===== config.mk =====
export PLATFORM = sky130hd
export DESIGN_NAME = playseq_jogador_automatico
export DESIGN_NICKNAME = d
export VERILOG_FILES = /design/src/rtl/playseq_jogador_automatico.sv
export SDC_FILE = /design/constraint.sdc
export NUM_CORES = 1
export LEC_CHECK = 0
export BUFFER_PORTS_ARGS = -buffer_cell sky130_fd_sc_hd__buf_2
export CAP_MARGIN = 20
export CORE_AREA = 2 2 122 124
export CTS_BUF_LIST = sky130_fd_sc_hd__clkbuf_4
export DETAILED_ROUTE_END_ITERATION = 10
export DIE_AREA = 0 0 124 126
export SYNTH_ARGS = -nofsm -noshare
export SYNTH_HDL_FRONTEND = slang
export SYNTH_SLANG_ARGS = --single-unit

===== constraint.sdc =====
create_clock -name clock -period 3 [get_ports clock]
set_input_delay 0 -clock clock [delete_from_list [all_inputs] [get_ports clock]]
set_output_delay 0 -clock clock [all_outputs]
set_load 0.005 [all_outputs]

===== src/rtl/playseq_jogador_automatico.sv =====
`default_nettype none
// ============================================================================
// Module      : playseq_jogador_automatico
// Description : Automatic PlaySeq player. Watches the game's LED preview,
//               captures the shown sequence, then replays it as timed one-hot
//               button presses until the game reports a win or a loss.
// Revision    : 1.0 - initial release
// ============================================================================
module playseq_jogador_automatico #(
    parameter int PROFUNDIDADE    = 16,
    parameter int PRESS_CICLOS    = 5,
    parameter int GAP_CICLOS      = 5,
    parameter int SILENCIO_CICLOS = 20
) (
    input  logic                          clock,
    input  logic                          reset,
    input  logic                          iniciar,
    input  logic [3:0]                    leds,
    input  logic                          ganhou,
    input  logic                          perdeu,
    output logic [3:0]                    botoes,
    output logic                          jogar,
    output logic                          fim,
    output logic                          erro,
    output logic [3:0]                    db_estado,
    output logic [$clog2(PROFUNDIDADE):0] db_contagem,
    output logic [$clog2(PROFUNDIDADE):0] db_indice
);

    // Buffer address width (kept at least 1 bit) and entry-count width
    // (one extra bit so a full buffer of PROFUNDIDADE entries is representable).
    localparam int c_aw    = (PROFUNDIDADE > 1) ? $clog2(PROFUNDIDADE) : 1;
    localparam int c_cw    = $clog2(PROFUNDIDADE) + 1;
    // Single timer shared by silence, press and gap phases, sized for the
    // largest of the three durations.
    localparam int c_max_a = (PRESS_CICLOS > GAP_CICLOS) ? PRESS_CICLOS : GAP_CICLOS;
    localparam int c_max   = (c_max_a > SILENCIO_CICLOS) ? c_max_a : SILENCIO_CICLOS;
    localparam int c_tw    = $clog2(c_max + 1);

    localparam logic [c_tw-1:0] c_press    = c_tw'(PRESS_CICLOS);
    localparam logic [c_tw-1:0] c_gap      = c_tw'(GAP_CICLOS);
    localparam logic [c_tw-1:0] c_silencio = c_tw'(SILENCIO_CICLOS);
    localparam logic [c_cw-1:0] c_prof     = c_cw'(PROFUNDIDADE);

    typedef enum logic [3:0] {
        S_INICIAL    = 4'd0,
        S_DISPARA    = 4'd1,
        S_ESPERA_LED = 4'd2,
        S_LED_ALTO   = 4'd3,
        S_PRESSIONA  = 4'd4,
        S_INTERVALO  = 4'd5,
        S_FIM        = 4'd6
    } state_t;

    state_t            r_state;
    state_t            w_state_next;
    logic [c_cw-1:0]   r_n;
    logic [c_cw-1:0]   w_n_next;
    logic [c_cw-1:0]   r_idx;
    logic [c_cw-1:0]   w_idx_next;
    logic [c_tw-1:0]   r_timer;
    logic [c_tw-1:0]   w_timer_next;
    logic              r_erro;
    logic              w_erro_next;
    logic [3:0]        r_botoes;
    logic [3:0]        w_botoes_next;
    logic              w_wr;
    logic [3:0]        r_buf [PROFUNDIDADE];

    logic              w_abort;
    logic              w_leds_nz;
    logic              w_onehot;
    logic [c_tw-1:0]   w_timer_inc;
    logic [c_cw-1:0]   w_idx_inc;

    assign w_abort     = ganhou | perdeu;
    assign w_leds_nz   = (leds != 4'd0);
    assign w_onehot    = w_leds_nz && ((leds & (leds - 4'd1)) == 4'd0);
    assign w_timer_inc = r_timer + c_tw'(1);
    assign w_idx_inc   = r_idx + c_cw'(1);

    // State and datapath registers; reset aborts whatever is in progress.
    always_ff @(posedge clock or posedge reset) begin
        if (reset) begin
            r_state  <= S_INICIAL;
            r_n      <= '0;
            r_idx    <= '0;
            r_timer  <= '0;
            r_erro   <= 1'b0;
            r_botoes <= 4'd0;
        end else begin
            r_state  <= w_state_next;
            r_n      <= w_n_next;
            r_idx    <= w_idx_next;
            r_timer  <= w_timer_next;
            r_erro   <= w_erro_next;
            r_botoes <= w_botoes_next;
        end
    end

    // Capture buffer; contents are don't-care until written, so no reset.
    always_ff @(posedge clock) begin
        if (w_wr) begin
            r_buf[r_n[c_aw-1:0]] <= leds;
        end
    end

    // Next-state and datapath update; the timer is cleared on every exit.
    always_comb begin
        w_state_next  = r_state;
        w_n_next      = r_n;
        w_idx_next    = r_idx;
        w_timer_next  = r_timer;
        w_erro_next   = r_erro;
        w_botoes_next = r_botoes;
        w_wr          = 1'b0;

        case (r_state)
            S_INICIAL: begin
                w_botoes_next = 4'd0;
                if (iniciar) begin
                    w_state_next = S_DISPARA;
                    w_erro_next  = 1'b0;
                    w_timer_next = '0;
                end
            end

            S_DISPARA: begin
                w_timer_next = '0;
                if (w_abort) begin
                    w_state_next  = S_FIM;
                    w_botoes_next = 4'd0;
                end else begin
                    w_state_next = S_ESPERA_LED;
                    w_n_next     = '0;
                    w_idx_next   = '0;
                end
            end

            S_ESPERA_LED: begin
                if (w_abort) begin
                    w_state_next  = S_FIM;
                    w_botoes_next = 4'd0;
                    w_timer_next  = '0;
                end else if (w_leds_nz) begin
                    w_timer_next = '0;
                    // A malformed pattern or a full buffer both end the run.
                    if (!w_onehot || (r_n == c_prof)) begin
                        w_state_next = S_FIM;
                        w_erro_next  = 1'b1;
                    end else begin
                        w_wr         = 1'b1;
                        w_n_next     = r_n + c_cw'(1);
                        w_state_next = S_LED_ALTO;
                    end
                end else if (r_n != '0) begin
                    if (w_timer_inc == c_silencio) begin
                        // Preview finished: start replay with the first entry
                        // already on botoes in the next cycle.
                        w_state_next  = S_PRESSIONA;
                        w_idx_next    = '0;
                        w_timer_next  = '0;
                        w_botoes_next = r_buf[0];
                    end else begin
                        w_timer_next = w_timer_inc;
                    end
                end else begin
                    w_timer_next = '0;
                end
            end

            S_LED_ALTO: begin
                w_timer_next = '0;
                if (w_abort) begin
                    w_state_next  = S_FIM;
                    w_botoes_next = 4'd0;
                end else if (!w_leds_nz) begin
                    w_state_next = S_ESPERA_LED;
                end
            end

            S_PRESSIONA: begin
                if (w_abort) begin
                    w_state_next  = S_FIM;
                    w_botoes_next = 4'd0;
                    w_timer_next  = '0;
                end else if (w_timer_inc == c_press) begin
                    w_state_next  = S_INTERVALO;
                    w_botoes_next = 4'd0;
                    w_timer_next  = '0;
                end else begin
                    w_timer_next = w_timer_inc;
                end
            end

            S_INTERVALO: begin
                if (w_abort) begin
                    w_state_next  = S_FIM;
                    w_botoes_next = 4'd0;
                    w_timer_next  = '0;
                end else if (w_timer_inc == c_gap) begin
                    w_timer_next = '0;
                    if (w_idx_inc == r_n) begin
                        // Whole sequence replayed: wait for the longer preview.
                        w_state_next = S_ESPERA_LED;
                        w_n_next     = '0;
                        w_idx_next   = '0;
                    end else begin
                        w_state_next  = S_PRESSIONA;
                        w_idx_next    = w_idx_inc;
                        w_botoes_next = r_buf[w_idx_inc[c_aw-1:0]];
                    end
                end else begin
                    w_timer_next = w_timer_inc;
                end
            end

            S_FIM: begin
                w_botoes_next = 4'd0;
                w_timer_next  = '0;
                if (iniciar) begin
                    w_state_next = S_DISPARA;
                    w_erro_next  = 1'b0;
                end
            end

            default: begin
                w_state_next  = S_INICIAL;
                w_botoes_next = 4'd0;
                w_timer_next  = '0;
            end
        endcase
    end

    assign botoes      = r_botoes;
    assign jogar       = (r_state == S_DISPARA);
    assign fim         = (r_state == S_FIM);
    assign erro        = r_erro;
    assign db_estado   = r_state;
    assign db_contagem = r_n;
    assign db_indice   = r_idx;

endmodule
`default_nettype wire


==> reports/results.tsv <==
stage	metric	value	unit
run_status	status	completed	
route	drc_errors	0	
setup_path	crit_arrival	2.81	ns
sta	report.final.slew_viol_count	0	
floorplanning	die-area	15600	um^2
global_route	grt_max_degree	24	
clock_tree	clock_sinks	87	
power_and_ir_drop	p_per_area	701	nW/um^2
place	dp_hpwl	7000	um
setup_path	crit_chain	inv_1, ha_1, nand2b_1, o31ai_1, nor2_1, nand2_1, or3_1, nor2_1	
synthesis	async_reset_ff_frac	0.264	
setup_path	worstPathBufferInverterCount	1	
finish	syn_to_final_growth	13.4	%
power_and_ir_drop	peakVddDrop	0.173	mV
sta	fin_skew	0.0223	ns
setup_path	startpoint_type	flip-flop	
place	place.gp.congestion	0.838	
power_and_ir_drop	p_sw	1240	uW
floorplanning	initial_core_util	0.302	
finish	nets	375	
power_and_ir_drop	p_comb_frac	0.351	
floorplanning	ios	30	
global_route	grtUsageTotal	0.134	
power_and_ir_drop	totalPowerFinal	3430	uW
power_and_ir_drop	seq_power_share	0.441	
setup_path	cp_top_family	simple AND/OR/NAND/NOR gates	
setup_path	endpoint_kind	flip-flop	
setup_path	max_stage_delay	0.52	ns
global_route	grt_pass1_wl	15900	um
power_and_ir_drop	switching_share	0.361	
route	avgRoutedWirePerCell	18.0	um
sta	worst_pin_slew	0.881	ns
setup_path	cp-startpoint	db_contagem[0]$_DFFE_PP0P_	
clock_tree	cts_max_path_buffers	2	
power_and_ir_drop	internal_power	2190	uW
clock_tree	clk_pin_slew_worst_paths	0.14	ns
worst_hold_path	hp-class	primary input to flip-flop	
synthesis	syn-cell-area	4320	um^2
synthesis	synth-main-ff-cell	edfxtp_1	
clock_tree	tritoncts	yes	
place	portBuffers	28	
power_and_ir_drop	power_leakage	0.00180	uW
job	drv_cap	0	
clock_tree	numCtsBuffers	9	
clock_tree	clkLatencyLatePin	0.45	ns
route	num_vias	2696	
synthesis	ys_ff_latch	87	
floorplanning	row_count	44	
sta	finalHoldViolCount	0	
sta	min_period	2.68	ns
sta	final-setup-viol-count	0	
sta	fin_setup_tns	0	ns
clock_tree	h-tree-depth	3	
setup_path	critPathSlowestCell	dfrtp_1	
synthesis	synth_seq_area_share	0.578	
setup_path	critPathMaxFanout	6	
floorplanning	die_h	126	um
route	wl	9870	um
setup_path	cp_common_cell	nor2_1	
setup_path	r2r-start	db_contagem[0]$_DFFE_PP0P_	
route	ant_nets	0	
sta	finalCritPeriodShare	0.893	
setup_path	crit_required	3.13	ns
clock_tree	cts_root_buf	clkbuf_4	
finish	layout-drive-gt1-share	0.248	
route	dr.first_iter.drc_count	225	
power_and_ir_drop	clockPowerShare	0.208	
global_route	antenna_found_initial	1	
floorplanning	core_area	14300	um^2
synthesis	synth-edff-count	64	
setup_path	worstSetupPathType	flip-flop to flip-flop	
global_route	globalRouteOverflowTotal	0	
synthesis	avgSynthCellArea	13.6	um^2
sta	setup_ws	0.320	ns
sta	rsz0062_at_grt	false	
route	via_per_inst	4.92	
synthesis	syn_nets	334	
place	place_ws	0.334	ns
sta	whs	0.0602	ns
worst_hold_path	min_from	ganhou	
floorplanning	die_x	124	um
route	dr.pass1.iters	4	
global_route	grt_pass1_vias	2833	
sta	clock.fmax	373	MHz
synthesis	yosys.cell_types.count	60	
synthesis	yosysWarningCount	0	
synthesis	netlist_instances	317	
sta	relSlewSlack	0.407	
power by group through the flow:
stage	Combinational [uW]	Clock (uW)	Sequential (uW)
2_1_floorplan	926	0	1480
6_report	1210	715	1510
3_5_place_dp	1200	0	1540
3_3_place_gp	1210	0	1530
5_1_grt	1330	785	1530
4_1_cts	1210	739	1510
per-stage QoR:
step                area, um^2  cells   util
floorplan                 4320    317      -
global placement          4660    524  0.325
detailed placement        4660    524  0.325
CTS                       4840    543  0.338
global route              4900    548  0.342
finish                    4900    548  0.342
cell families (layout without fill, tap and decap cells):
| group | count (synthesis) | count (layout) | share of synthesized area |
|---|---|---|---|
| mux | 32 | 32 | 0.121 |
| buf+inv | 31 | 77 | 0.0365 |
| compound gates | 54 | 54 | 0.0872 |
| flops | 87 | 87 | 0.578 |
| simple gates | 92 | 92 | 0.125 |
| other cells | 1 | 2 | 0.000868 |
| xor+xnor | 12 | 12 | 0.0278 |
| fa+ha+maj | 8 | 8 | 0.0232 |
layer usage:
layer,global-route usage,wire length [um],up-vias
met1,0.185,4540,1341
met2,0.209,4720,50
met4,0.0509,221,0
met3,0.0263,385,17
met5,0,0,-
li1,-,-,1288
synth_stat cells, drive strengths merged (2+ instances only):
cell type	count	area (um^2)
nor3b	4	52.6
buf	10	68.8
o31ai	5	37.5
dfrtp	23	576
o21ai	11	55.1
nor4	6	67.6
nand2	22	85.1
nor2	19	83.8
a22o	2	17.5
a31oi	2	12.5
nor3	11	55.1
nand3	8	40.0
edfxtp	64	1920
xor2	3	33.8
o21bai	2	15.0
o22ai	4	25.0
and2b	3	26.3
a21oi	14	70.1
mux2i	13	130
nand2b	6	37.5
nor2b	2	12.5
nand4	3	18.8
mux4	16	360
mux2	3	33.8
xnor2	9	86.3
ha	8	100
a21o	2	15.0
or3	2	12.5
clkbuf	2	17.5
inv	19	71.3
a211oi	3	35.0
flip-flops by register name (all words and copies together) (netlist names):
signal / flops
r_timer: 5
db_contagem: 5
botoes: 4
erro: 1
r_buf: 64
db_indice: 5
db_estado: 3
cells in the final DEF (no fill, tap or decap), types with 7 or more instances in the layout:
cell type	netlist	final
a21oi_1	14	14
buf_2	4	28
buf_4	3	7
clkbuf_4	0	9
dfrtp_1	23	23
edfxtp_1	64	64
ha_1	8	8
inv_1	19	19
mux2i_1	13	13
mux4_2	16	16
nand2_1	21	21
nand3_1	8	8
nor2_1	16	16
nor3_1	11	11
o21ai_0	9	9
xnor2_1	8	8
worst paths after layout:
path,endpoint,cells after the start,slack (ns)
worst max-delay path,r_buf[7][0]$_DFFE_PP_,8,0.32
worst min-delay path,erro$_DFFE_PP0P_,4,0.06
worst max register to register,r_buf[7][0]$_DFFE_PP_,8,0.32
worst min register to register,botoes[2]$_DFFE_PP0P_,2,0.52
max in group asynchronous,db_indice[0]$_DFFE_PP0P_,4,2.41
min in group asynchronous,r_timer[1]$_DFFE_PP0P_,3,0.12
final cells by class:
type / instances / area, um^2
antenna: 1 / 2.50
clock buffer: 9 / 67.6
clock inverter: 7 / 85.1
fill: 1398 / 9410
inverter: 19 / 71.3
multi-input combinational: 199 / 1670
sequential: 87 / 2500
tap: 184 / 230
timing repair buffer: 42 / 280
worst min-delay path: cells and delay by family:
family | cells | cell delay, ns
AO/OA/AOI/OAI | 1 | 0.10
buffers and inverters | 1 | 0.09
AND/OR/NAND/NOR | 2 | 0.27
what timing repair did:
action / in CTS / in global routing
hold endpoints to repair: 44 / 23
resized for setup: 0 / 0
setup buffers: 0 / 0
hold buffers: 3 / 3
Power figures use the tool's default switching activity.
